<file path="config.mk">
export PLATFORM = sky130hd
export DESIGN_NAME = pipeline_run_controller
export DESIGN_NICKNAME = d
export VERILOG_FILES = /design/src/rtl/pipeline_ctrl_pkg.sv /design/src/rtl/pipeline_run_controller_sat_counter.sv /design/src/rtl/pipeline_run_controller.sv
export SDC_FILE = /design/constraint.sdc
export NUM_CORES = 1
export LEC_CHECK = 0
export BUFFER_PORTS_ARGS = -buffer_cell sky130_fd_sc_hd__buf_2
export CAP_MARGIN = 5
export CORE_ASPECT_RATIO = 0.5
export CORE_MARGIN = 2
export CORE_UTILIZATION = 54
export DETAILED_ROUTE_END_ITERATION = 10
export PLACE_DENSITY = 0.85
export SYNTH_ARGS = -nofsm -noshare
export SYNTH_HDL_FRONTEND = slang
export SYNTH_SLANG_ARGS = --single-unit
</file>
<file path="constraint.sdc">
create_clock -name i_clock -period 2.6 [get_ports i_clock]
set_input_delay 0.13 -clock i_clock [delete_from_list [all_inputs] [get_ports i_clock]]
set_output_delay 0.13 -clock i_clock [all_outputs]
set_load 0.02 [all_outputs]
</file>
<file path="src/rtl/pipeline_ctrl_pkg.sv">
// Shared encodings for the pipeline run controller: FSM states, host command
// codes, default HALT opcode and a ceil-log2 helper for counter sizing.
package pipeline_ctrl_pkg;

  typedef enum logic [2:0] {
    ST_IDLE   = 3'd0,
    ST_RUN    = 3'd1,
    ST_STEP   = 3'd2,
    ST_DRAIN  = 3'd3,
    ST_HALTED = 3'd4
  } state_t;

  localparam logic [1:0] CMD_NOP   = 2'b00;
  localparam logic [1:0] CMD_RUN   = 2'b01;
  localparam logic [1:0] CMD_STEP  = 2'b10;
  localparam logic [1:0] CMD_ABORT = 2'b11;

  localparam logic [31:0] HALT_INSTR_DEFAULT = 32'hFFFF_FFFF;

  // Number of bits needed to hold values 0 .. value-1.
  function automatic int clogb2(input int value);
    int v;
    int r;
    v = value - 1;
    r = 0;
    while (v > 0) begin
      r = r + 1;
      v = v >> 1;
    end
    return r;
  endfunction

endpackage

</file>
<file path="src/rtl/pipeline_run_controller_sat_counter.sv">
// Up-counter with enable and synchronous clear that sticks at all-ones
// instead of wrapping.
module sat_counter #(
  parameter int WIDTH = 32
) (
  input  logic             clk,
  input  logic             srst,
  input  logic             en,
  input  logic             clr,
  output logic [WIDTH-1:0] count
);

  logic [WIDTH-1:0] count_q;
  logic [WIDTH-1:0] count_d;

  // Clear outranks increment so an abort in an enabled cycle leaves zero.
  always_comb begin
    count_d = count_q;
    if (clr) begin
      count_d = '0;
    end else if (en && (count_q != '1)) begin
      count_d = count_q + WIDTH'(1);
    end
  end

  always_ff @(posedge clk) begin
    if (srst) begin
      count_q <= '0;
    end else begin
      count_q <= count_d;
    end
  end

  assign count = count_q;

endmodule

</file>
<file path="src/rtl/pipeline_run_controller.sv">
// Debug sequencer owning the global pipeline enable: run / single-step / abort
// from the host, HALT detection with a fixed drain, and an enabled-cycle count.
module pipeline_run_controller
  import pipeline_ctrl_pkg::*;
#(
  parameter int                  NB_INSTR   = 32,
  parameter int                  NB_CYCLE   = 32,
  parameter int                  N_DRAIN    = 4,
  parameter logic [NB_INSTR-1:0] HALT_INSTR = NB_INSTR'(HALT_INSTR_DEFAULT)
) (
  input  logic                i_clock,
  input  logic                i_reset,
  input  logic                i_cmd_valid,
  input  logic [1:0]          i_cmd,
  output logic                o_cmd_ready,
  input  logic [NB_INSTR-1:0] i_ir,
  output logic                o_valid,
  output logic                o_running,
  output logic                o_halted,
  output logic                o_step_done,
  output logic [NB_CYCLE-1:0] o_cycle_count
);

  localparam int DRAIN_BITS = clogb2(N_DRAIN + 1);
  localparam int DRAIN_W    = (DRAIN_BITS < 1) ? 1 : DRAIN_BITS;
  localparam logic [DRAIN_W-1:0] DRAIN_LOAD = DRAIN_W'(N_DRAIN);

  state_t              state_q;
  state_t              state_d;
  logic [DRAIN_W-1:0]  drain_cnt_q;
  logic [DRAIN_W-1:0]  drain_cnt_d;
  logic                step_done_q;
  logic                step_done_d;

  logic                cmd_ready;
  logic                cmd_accept;
  logic                abort_accept;
  logic                halt_hit;
  logic                count_clear;
  logic                pipe_enable;

  assign cmd_ready    = (state_q == ST_IDLE) || (state_q == ST_RUN) || (state_q == ST_HALTED);
  assign cmd_accept   = i_cmd_valid && cmd_ready;
  assign abort_accept = cmd_accept && (i_cmd == CMD_ABORT);
  assign halt_hit     = (i_ir == HALT_INSTR);

  always_comb begin
    state_d     = state_q;
    drain_cnt_d = drain_cnt_q;
    step_done_d = 1'b0;
    count_clear = 1'b0;
    case (state_q)
      ST_IDLE: begin
        if (cmd_accept) begin
          case (i_cmd)
            CMD_RUN:   state_d = ST_RUN;
            CMD_STEP:  state_d = ST_STEP;
            CMD_ABORT: count_clear = 1'b1;
            default:   ;
          endcase
        end
      end
      ST_RUN: begin
        // Abort beats a HALT seen in the same cycle.
        if (abort_accept) begin
          state_d     = ST_IDLE;
          count_clear = 1'b1;
        end else if (halt_hit) begin
          if (N_DRAIN == 0) begin
            state_d = ST_HALTED;
          end else begin
            state_d     = ST_DRAIN;
            drain_cnt_d = DRAIN_LOAD;
          end
        end
      end
      ST_STEP: begin
        if (halt_hit) begin
          if (N_DRAIN == 0) begin
            state_d = ST_HALTED;
          end else begin
            state_d     = ST_DRAIN;
            drain_cnt_d = DRAIN_LOAD;
          end
        end else begin
          state_d     = ST_IDLE;
          step_done_d = 1'b1;
        end
      end
      ST_DRAIN: begin
        drain_cnt_d = drain_cnt_q - DRAIN_W'(1);
        if (drain_cnt_d == '0) begin
          state_d = ST_HALTED;
        end
      end
      ST_HALTED: begin
        if (abort_accept) begin
          state_d     = ST_IDLE;
          count_clear = 1'b1;
        end
      end
      default: begin
        state_d     = ST_IDLE;
        drain_cnt_d = '0;
      end
    endcase
  end

  always_ff @(posedge i_clock) begin
    if (i_reset) begin
      state_q     <= ST_IDLE;
      drain_cnt_q <= '0;
      step_done_q <= 1'b0;
    end else begin
      state_q     <= state_d;
      drain_cnt_q <= drain_cnt_d;
      step_done_q <= step_done_d;
    end
  end

  // Enable is a pure decode of the state register so it cannot glitch.
  assign pipe_enable = (state_q == ST_RUN) || (state_q == ST_STEP) || (state_q == ST_DRAIN);

  sat_counter #(
    .WIDTH (NB_CYCLE)
  ) u_cycle_counter (
    .clk   (i_clock),
    .srst  (i_reset),
    .en    (pipe_enable),
    .clr   (count_clear),
    .count (o_cycle_count)
  );

  assign o_valid     = pipe_enable;
  assign o_cmd_ready = cmd_ready;
  assign o_running   = (state_q == ST_RUN) || (state_q == ST_DRAIN);
  assign o_halted    = (state_q == ST_HALTED);
  assign o_step_done = step_done_q;

endmodule
</file>
==> results.yml, run 1 <==
routing:
  drc: 0
  wl_mm: 5.78
  wl_met2_mm: 2.73
  via_per_inst: 6.04
  wl_met3_um: 523
  ant_nets: 0
  avgRoutedWirePerCell_um: 14.5
  drt_pass1_iterations: 5
  drt-initial-drc-count: 157
  vias: 2405
  maxUsedRoutingLayer: "met4"
  wl_met1_mm: 2.49
timing:
  fin_crit_sh_pct: 86.8
  grt_setup_unrepaired: "false"
  fin_ws_ns: 0.344
  worst_slew_pin_slew_ns: 0.695
  finalHoldViolCount: 0
  final.min_clock_period_ns: 2.26
  report.final.slew_viol_count: 0
  clock_skew_ns: 0.00938
  fmax_mhz: 443
  maxSlewHeadroom_pct: 53.2
  finalSetupTns_ns: 0
  setup_viol: 0
  whs_ns: 0.134
floorplan:
  io_pins: 74
  rows: 16
  start_util_pct: 56.3
  core_sq_um: 3900
  die_x_um: 94.3
  dieHeight_um: 49.1
  die-area_sq_um: 4630
synthesis:
  synthTopCellsByArea: "dfxtp_1 35%, a21oi_1 5.2%, xnor2_1 4.8%, nor2_1 4.3%, o21ai_0 4.1%"
  synth_commonest_cells: "39 x dfxtp_1, 25 x nor2_1, 23 x a21oi_1, 18 x o21ai_0, 17 x nand2_1"
  avgSynthCellArea_sq_um: 8.03
  synth_adder_area_share_pct: 1.71
  yosys_warnings: 0
  synthXorXnorAreaFrac_pct: 5.18
  yosysTopAreaCell: "dfxtp_1"
  synth-compound-area-share_pct: 22.9
  synthMuxAreaShare_pct: 0.967
  synth_top_family_by_area: "simple AND/OR/NAND/NOR gates"
  synth_edf_count: 0
  synth_cell_types: 49
  synth_top_area_share_pct: 35.5
  synthCells: 274
  yosysMostFrequentCell: "dfxtp_1"
  synthArstFlopShare_pct: 0
  synth_seq_cells: 39
  synth_area_sq_um: 2200
  synth_ff_type: "dfxtp_1"
  synthesis.nets: 314
  synthSimpleGateAreaFrac_pct: 28.4
  yosysSeqAreaShare_pct: 35.5
worst_setup_path:
  path_class: "reg -> reg"
  cp_data_arrival_time_ns: 2.47
  cp.depth: 6
  critPathSlowestCell: "dfxtp_1"
  regToRegSetupSlack_ns: 0.34
  end_kind: "flop"
  required_ns: 2.81
  critPathLaunchType: "flop"
  crit_family: "simple AND/OR/NAND/NOR gates"
  slowest_delay_ns: 0.59
  path_cells: "o21ai_1, inv_1, and3_1, o2111ai_1, or3_1, a21oi_1"
  worstPathMaxFanout: 15
  ff2ff_path_depth: 6
  cp_num_buf_inv: 1
worst_hold_path:
  hold_path.class: "in -> reg"
  whs_path_depth: 2
finish:
  syn2layout_area_growth_pct: 22.5
  fin_area_sq_um: 2690
  final.fill_count: 330
  drive_gt1_share_pct: 26.7
  utilization_pct: 69.0
  seq_area_sq_um: 781
  multi_input_area_sq_um: 1300
  antennaDiodeCount: 0
  finalNetCount: 383
clocking:
  cts-htree-levels: 2
  cts_buffers: 5
  clockBufferDepth: 2
  postCtsHoldBufs: 0
  cts_tree: "built"
  cts.clk_slew.worst_paths_ns: 0.08
  cts_setup_buffers: 0
  clock_latency_ns: 0.29
  cts.sinks: 39
  cts_root_buf: "clkbuf_8"
  cts_resized: 0
power:
  max-vdd-ir-drop_mv: 0.493
  power.density_nw_per_um2: 667
  p_leak_nw: 1.06
placement:
  port_buffers: 73
  dp_hpwl_mm: 4.32
  place_area_sq_um: 2580
  dp_slack_ns: 0.452
  routabilityCongestion: 0.880
global_routing:
  grt_pass1_wl_mm: 9.12
  antenna_found_initial: 0
  overflow: 0
  first_global_vias: 2037
  grt_max_degree: 20
  grtUsageTotal_pct: 24.7
job:
  drv_cap: 0
outcome:
  status: "complete, no violations"
## report_power, final
group	switching [mW]	internal [mW]	leakage, nW	total, mW
registers	0.0921	0.650	0.315	0.742
logic	0.318	0.210	0.680	0.528
clock network	0.217	0.311	0.0612	0.528
## kinds of logic (layout without fill, tap and decap cells)
group	count (synthesis)	after routing
flops	39	39
simple gates	116	116
buf+inv	25	95
mux	2	2
fa+ha+maj	3	3
compound gates	76	76
xor+xnor	13	13
## state kept, by name (all words and copies together) (netlist names)
name / count
state_q: 3
u_cycle_counter.count: 32
drain_cnt_q: 3
o_step_done: 1
## worst paths after layout
path	from	endpoint
setup / recovery	state_q[0]$_SDFFE_PP0P_	u_cycle_counter.count[31]$_SDFFE_PP0P_
hold / removal	i_reset	drain_cnt_q[0]$_SDFFE_PP0P_
setup reg to reg	state_q[0]$_SDFFE_PP0P_	u_cycle_counter.count[31]$_SDFFE_PP0P_
hold reg to reg	u_cycle_counter.count[27]$_SDFFE_PP0P_	u_cycle_counter.count[27]$_SDFFE_PP0P_
## area by class of cell
| class | count | area share [%] |
|---|---|---|
| timing repair buffer | 75 | 14.1 |
| inverter | 12 | 1.67 |
| clock buffer | 6 | 3.07 |
| multi-input combinational | 210 | 48.4 |
| sequential | 39 | 29.0 |
| clock inverter | 2 | 1.30 |
| tap | 54 | 2.51 |
## through the flow
| stage | cells | power, mW |
|---|---|---|
| 2_1_floorplan | 274 | 1.12 |
| 3_3_place_gp | 390 | 1.25 |
| 3_5_place_dp | 390 | 1.27 |
| 4_1_cts | 398 | 1.80 |
| 5_1_grt | 398 | 1.90 |
| 6_report | 398 | 1.80 |
## layout by cell type, fill, tap and decap left out, types with 5 or more instances in the layout
| cell type | instances |
|---|---|
| nor2_1 | 25 |
| clkbuf_8 | 6 |
| and4_1 | 5 |
| dfxtp_1 | 39 |
| inv_1 | 11 |
| buf_2 | 73 |
| nand2_1 | 17 |
| nand4_1 | 13 |
| a31oi_1 | 6 |
| xnor2_1 | 12 |
| nor3_1 | 5 |
| nand3_1 | 15 |
| a21oi_1 | 23 |
| o21ai_0 | 18 |
| or3_1 | 12 |
| and2_1 | 5 |
## worst reg2reg max path: cells and delay by family, from the launching register on
family / cells / cell delay, ns
flops: 1 / 0.59
simple gates: 2 / 0.69
buf+inv: 1 / 0.23
compound gates: 3 / 0.67
## layer usage
layer  GRT usage [%]  vias to the layer above
met5               0                        -
met4            5.56                        0
met3            5.26                        4
met2            42.0                      117
met1            32.5                     1115
li1                -                     1169
No activity file was read; power rests on OpenSTA's default activity.
==> run 2, diff against run 1 <==
--- a/config.mk
+++ b/config.mk
@@ -7,7 +7,7 @@
 export LEC_CHECK = 0
 export BUFFER_PORTS_ARGS = -buffer_cell sky130_fd_sc_hd__buf_2
 export CAP_MARGIN = 5
-export CORE_ASPECT_RATIO = 0.5
+export CORE_ASPECT_RATIO = 1.1
 export CORE_MARGIN = 2
 export CORE_UTILIZATION = 54
 export DETAILED_ROUTE_END_ITERATION = 10
==> results.yml, run 2 (same netlist as run 1, synthesis figures left out) <==
floorplan:
  io_pins: 74
  start_util_pct: 55.9
  die_x_um: 64.9
  core_sq_um: 3930
  dieHeight_um: 70.9
  rows: 24
  die-area_sq_um: 4600
power:
  p_leak_nw: 1.05
  power.density_nw_per_um2: 640
  max-vdd-ir-drop_mv: 0.345
timing:
  finalHoldViolCount: 0
  fmax_mhz: 458
  final.min_clock_period_ns: 2.18
  finalSetupTns_ns: 0
  worst_slew_pin_slew_ns: 0.561
  grt_setup_unrepaired: "false"
  maxSlewHeadroom_pct: 62.3
  setup_viol: 0
  fin_crit_sh_pct: 83.9
  clock_skew_ns: 0.0102
  report.final.slew_viol_count: 0
  fin_ws_ns: 0.417
clocking:
  cts_setup_buffers: 0
  postCtsHoldBufs: 0
  cts.sinks: 39
  cts-htree-levels: 2
  clockBufferDepth: 2
  cts_root_buf: "clkbuf_8"
  cts_buffers: 5
  cts_tree: "built"
  cts_resized: 0
  cts.clk_slew.worst_paths_ns: 0.07
  clock_latency_ns: 0.29
finish:
  layout_common_cells: "73 x buf_2, 39 x dfxtp_1, 25 x nor2_1"
  drive_gt1_share_pct: 26.5
  largest_reg_flops: 32
  syn2layout_area_growth_pct: 21.6
  finalNetCount: 383
  antennaDiodeCount: 0
  final_common_cell: "buf_2"
  utilization_pct: 68.0
routing:
  avgRoutedWirePerCell_um: 13.9
  drt-initial-drc-count: 159
  vias: 2357
  drt_pass1_iterations: 4
  via_per_inst: 5.95
  ant_nets: 0
  wl_mm: 5.50
  drc: 0
placement:
  dp_hpwl_mm: 4.05
  port_buffers: 73
  routabilityCongestion: 0.903
  dp_slack_ns: 0.468
worst_setup_path:
  cp_data_arrival_time_ns: 2.40
  critPathLaunchType: "flop"
  end_kind: "flop"
  cp_num_buf_inv: 1
  crit_family: "simple AND/OR/NAND/NOR gates"
  slowest_delay_ns: 0.60
  path_class: "reg -> reg"
  required_ns: 2.82
  worstPathMaxFanout: 15
  path_cells: "o21ai_1, inv_1, and3_1, o2111ai_1, or3_1, a21oi_1"
  critPathSlowestCell: "dfxtp_1"
job:
  drv_cap: 0
global_routing:
  overflow: 0
  first_global_vias: 2133
  grtUsageTotal_pct: 24.6
  antenna_found_initial: 0
  grt_max_degree: 19
  grt_pass1_wl_mm: 9.01
outcome:
  status: "complete, no violations"
worst_hold_path:
  hold_path.class: "in -> reg"
## run 2: cell count changes in the layout (fill, tap and decap cells not counted)
| cell | before | now |
|---|---|---|
| bufinv_16 | 1 | 0 |
| clkbuf_1 | 0 | 1 |
| clkbuf_8 | 6 | 7 |
| clkinv_2 | 1 | 0 |
## run 2: cell type report
class                           instances  area (sq um)
Clock buffer                            8           100
Multi-Input combinational cell        210          1300
Sequential cell                        39           781
Tap cell                               52          65.1
Fill cell                             346          1260
Inverter                               12          45.0
Timing Repair Buffer                   75           380
## run 2: final timing paths
check / startpoint / end / slack [ns] / depth (start not counted)
setup / recovery: state_q[0]$_SDFFE_PP0P_ / u_cycle_counter.count[31]$_SDFFE_PP0P_ / 0.42 / 6
setup reg to reg: state_q[0]$_SDFFE_PP0P_ / u_cycle_counter.count[31]$_SDFFE_PP0P_ / 0.42 / 6
hold / removal: i_reset / drain_cnt_q[0]$_SDFFE_PP0P_ / 0.13 / 2
hold reg to reg: u_cycle_counter.count[27]$_SDFFE_PP0P_ / u_cycle_counter.count[27]$_SDFFE_PP0P_ / 0.50 / 2
## run 2: worst register-to-register path, stage by stage, from the launching register on
cell and delay [ns]:
dfxtp_1 0.60, o21ai_1 0.22, inv_1 0.19, and3_1 0.25
o2111ai_1 0.26, or3_1 0.42, a21oi_1 0.17
## run 2: layer usage
metal / vias to the layer above / wire [um] / track usage (%)
met5: - / 0 / 0
met1: 1098 / 2340 / 28.8
met3: 13 / 354 / 5.09
li1: 1168 / - / -
met2: 78 / 2690 / 42.3
met4: 0 / 117 / 12.3
## run 2: report_power, final
part	internal (mW)	switching, mW	total [mW]
combinational	0.210	0.310	0.521
sequential	0.650	0.0907	0.741
clock	0.242	0.207	0.449
total	1.10	0.608	1.71
## run 2: metrics by stage
| stage | power, mW | instance area (sq um) | std cells | hold WS [ns] |
|---|---|---|---|---|
| 6_report | 1.71 | 2670 | 396 | 0.129 |
| 5_1_grt | 1.81 | 2670 | 396 | 0.151 |
| 4_1_cts | 1.72 | 2670 | 396 | 0.123 |
| 3_5_place_dp | 1.27 | 2570 | 388 | 0.433 |
| 3_3_place_gp | 1.25 | 2570 | 388 | 0.429 |
| 2_1_floorplan | 1.12 | 2200 | 274 | 0.381 |
==> run 3, diff against run 2 <==
--- a/config.mk
+++ b/config.mk
@@ -9,9 +9,9 @@
 export CAP_MARGIN = 5
 export CORE_ASPECT_RATIO = 1.1
 export CORE_MARGIN = 2
-export CORE_UTILIZATION = 54
+export CORE_UTILIZATION = 50
 export DETAILED_ROUTE_END_ITERATION = 10
-export PLACE_DENSITY = 0.85
+export PLACE_DENSITY = 0.79
 export SYNTH_ARGS = -nofsm -noshare
 export SYNTH_HDL_FRONTEND = slang
 export SYNTH_SLANG_ARGS = --single-unit
==> constraint.sdc (replaced) <==
create_clock -name i_clock -period 2.2 [get_ports i_clock]
set_input_delay 0.11 -clock i_clock [delete_from_list [all_inputs] [get_ports i_clock]]
set_output_delay 0.11 -clock i_clock [all_outputs]
set_load 0.02 [all_outputs]
==> results.yml, run 3 (same netlist as run 1, synthesis figures left out) <==
outcome:
  status: "complete, no violations"
power:
  power.internal_mw: 1.33
  max-vdd-ir-drop_mv: 0.507
  pwr-share-clk_pct: 26.0
  power.total_mw: 2.04
  swShare_pct: 34.9
  combPwrFrac_pct: 33.6
  p_switching_mw: 0.712
  p_leak_nw: 1.09
  pwr-share-seq_pct: 40.5
  power.density_nw_per_um2: 743
placement:
  dp_cells: 396
  port_buffers: 73
  dp_hpwl_mm: 4.18
  routabilityCongestion: 0.813
  place_area_sq_um: 2620
  dp_slack_ns: 0.206
global_routing:
  overflow: 0
  grtUsageTotal_pct: 23.8
  first_global_vias: 2143
  grt_pass1_wl_mm: 9.24
  antenna_found_initial: 0
  grt_max_degree: 27
routing:
  avgRoutedWirePerCell_um: 13.5
  ant_nets: 0
  drt_pass1_iterations: 4
  vias: 2357
  via_per_inst: 5.81
  wl_mm: 5.47
  drc: 0
  drt-initial-drc-count: 131
timing:
  worst_slew_pin_slew_ns: 0.661
  fin_crit_sh_pct: 89.1
  fin_ws_ns: 0.239
  grt_setup_unrepaired: "false"
  finalSetupTns_ns: 0
  setup_viol: 0
  finalHoldViolCount: 0
  clock_skew_ns: 0.00651
  maxSlewHeadroom_pct: 55.5
  fmax_mhz: 510
  final.min_clock_period_ns: 1.96
  report.final.slew_viol_count: 0
finish:
  multi_input_area_sq_um: 1310
  layout.cells.non_filler: 406
  layout_common_cells: "73 x buf_2, 39 x dfxtp_1, 25 x nor2_1"
  fin_area_sq_um: 2740
  finalNetCount: 391
  final.fill_count: 402
  drive_gt1_share_pct: 28.4
  final_common_cell: "buf_2"
  syn2layout_area_growth_pct: 24.7
  seq_area_sq_um: 781
  antennaDiodeCount: 0
  largest_reg_flops: 32
clocking:
  cts.clk_slew.worst_paths_ns: 0.07
  cts_root_buf: "clkbuf_8"
  clock_latency_ns: 0.29
  postCtsHoldBufs: 0
  clockBufferDepth: 2
  cts-htree-levels: 2
  cts.sinks: 39
  cts_buffers: 5
  cts_tree: "built"
floorplan:
  dieHeight_um: 73.6
  rows: 25
  core_sq_um: 4250
  die_x_um: 67.2
  io_pins: 74
  start_util_pct: 51.7
  die-area_sq_um: 4950
worst_setup_path:
  r2r-start: "state_q[2]$_SDFFE_PP0P_"
  worstPathMaxFanout: 7
  rr_endpoint: "u_cycle_counter.count[15]$_SDFFE_PP0P_"
  cp_data_arrival_time_ns: 2.14
  critPathLaunchType: "flop"
  crit_start: "state_q[2]$_SDFFE_PP0P_"
  path_class: "reg -> reg"
  ff2ff_path_depth: 7
  regToRegSetupSlack_ns: 0.24
  end_kind: "flop"
  crit_end: "u_cycle_counter.count[15]$_SDFFE_PP0P_"
  required_ns: 2.38
job:
  drv_cap: 0
worst_hold_path:
  hold_path.class: "in -> reg"
==> run 3: cell types whose count changed in the layout (fill, tap and decap cells not counted), sizes merged <==
cell  previous run  this run
buf             75        83
==> run 3: timing repair <==
item | 4_1_cts | 5_1_grt
buffers inserted | 0 | 2
endpoints found under the setup margin | 0 | 2
resized for setup | 0 | 1
==> run 3: final cells by class <==
class                           count  share of cell area [%]
Clock buffer                        8                    3.65
Tap cell                           54                    2.46
Multi-Input combinational cell    210                    47.7
Inverter                           12                    1.64
Timing Repair Buffer               83                    16.1
Sequential cell                    39                    28.5
==> run 3: critical path: stages, from the launching register on <==
cell and delay (ns):
dfxtp_1 0.38, inv_2 0.14, o21ai_1 0.15, inv_1 0.17, nand3_1 0.24, a2111oi_1 0.54, xnor2_1 0.17, nor2_1 0.05
==> run 3: how the worst min path moves through the flow <==
stage / cells past startpoint / from / slack, ns / end
floorplan: 3 / i_ir[25] / 0.36 / o_step_done$_SDFF_PP0_
global placement: 2 / i_reset / 0.41 / drain_cnt_q[0]$_SDFFE_PP0P_
detailed placement: 2 / i_reset / 0.41 / state_q[2]$_SDFFE_PP0P_
CTS: 2 / i_reset / 0.10 / state_q[2]$_SDFFE_PP0P_
global route: 2 / i_reset / 0.10 / state_q[2]$_SDFFE_PP0P_
finish: 2 / i_reset / 0.11 / state_q[2]$_SDFFE_PP0P_
==> run 3: through the flow <==
stage	hold WS, ns	util, %
floorplan	0.361	-
global placement	0.408	61.6
detailed placement	0.408	61.6
CTS	0.103	64.0
global route	0.103	64.5
finish	0.113	64.5
==> run 3: power groups by stage <==
| stage | Combinational, mW | Clock, mW | Sequential [mW] |
|---|---|---|---|
| finish | 0.684 | 0.530 | 0.825 |
| global route | 0.760 | 0.565 | 0.833 |
| CTS | 0.686 | 0.536 | 0.824 |
| detailed placement | 0.684 | 0 | 0.841 |
| global placement | 0.675 | 0 | 0.835 |
| floorplan | 0.461 | 0 | 0.859 |
==> run 3: per-layer routing <==
metal | global-route usage (%) | share of wire (%) | vias to the layer above | wire length (um)
li1 | - | - | 1182 | -
met1 | 29.6 | 43 | 1084 | 2380
met2 | 39.6 | 49 | 82 | 2690
met3 | 6.13 | 5.7 | 9 | 312
met4 | 8.16 | 1.7 | 0 | 93
met5 | 0 | 0 | - | 0
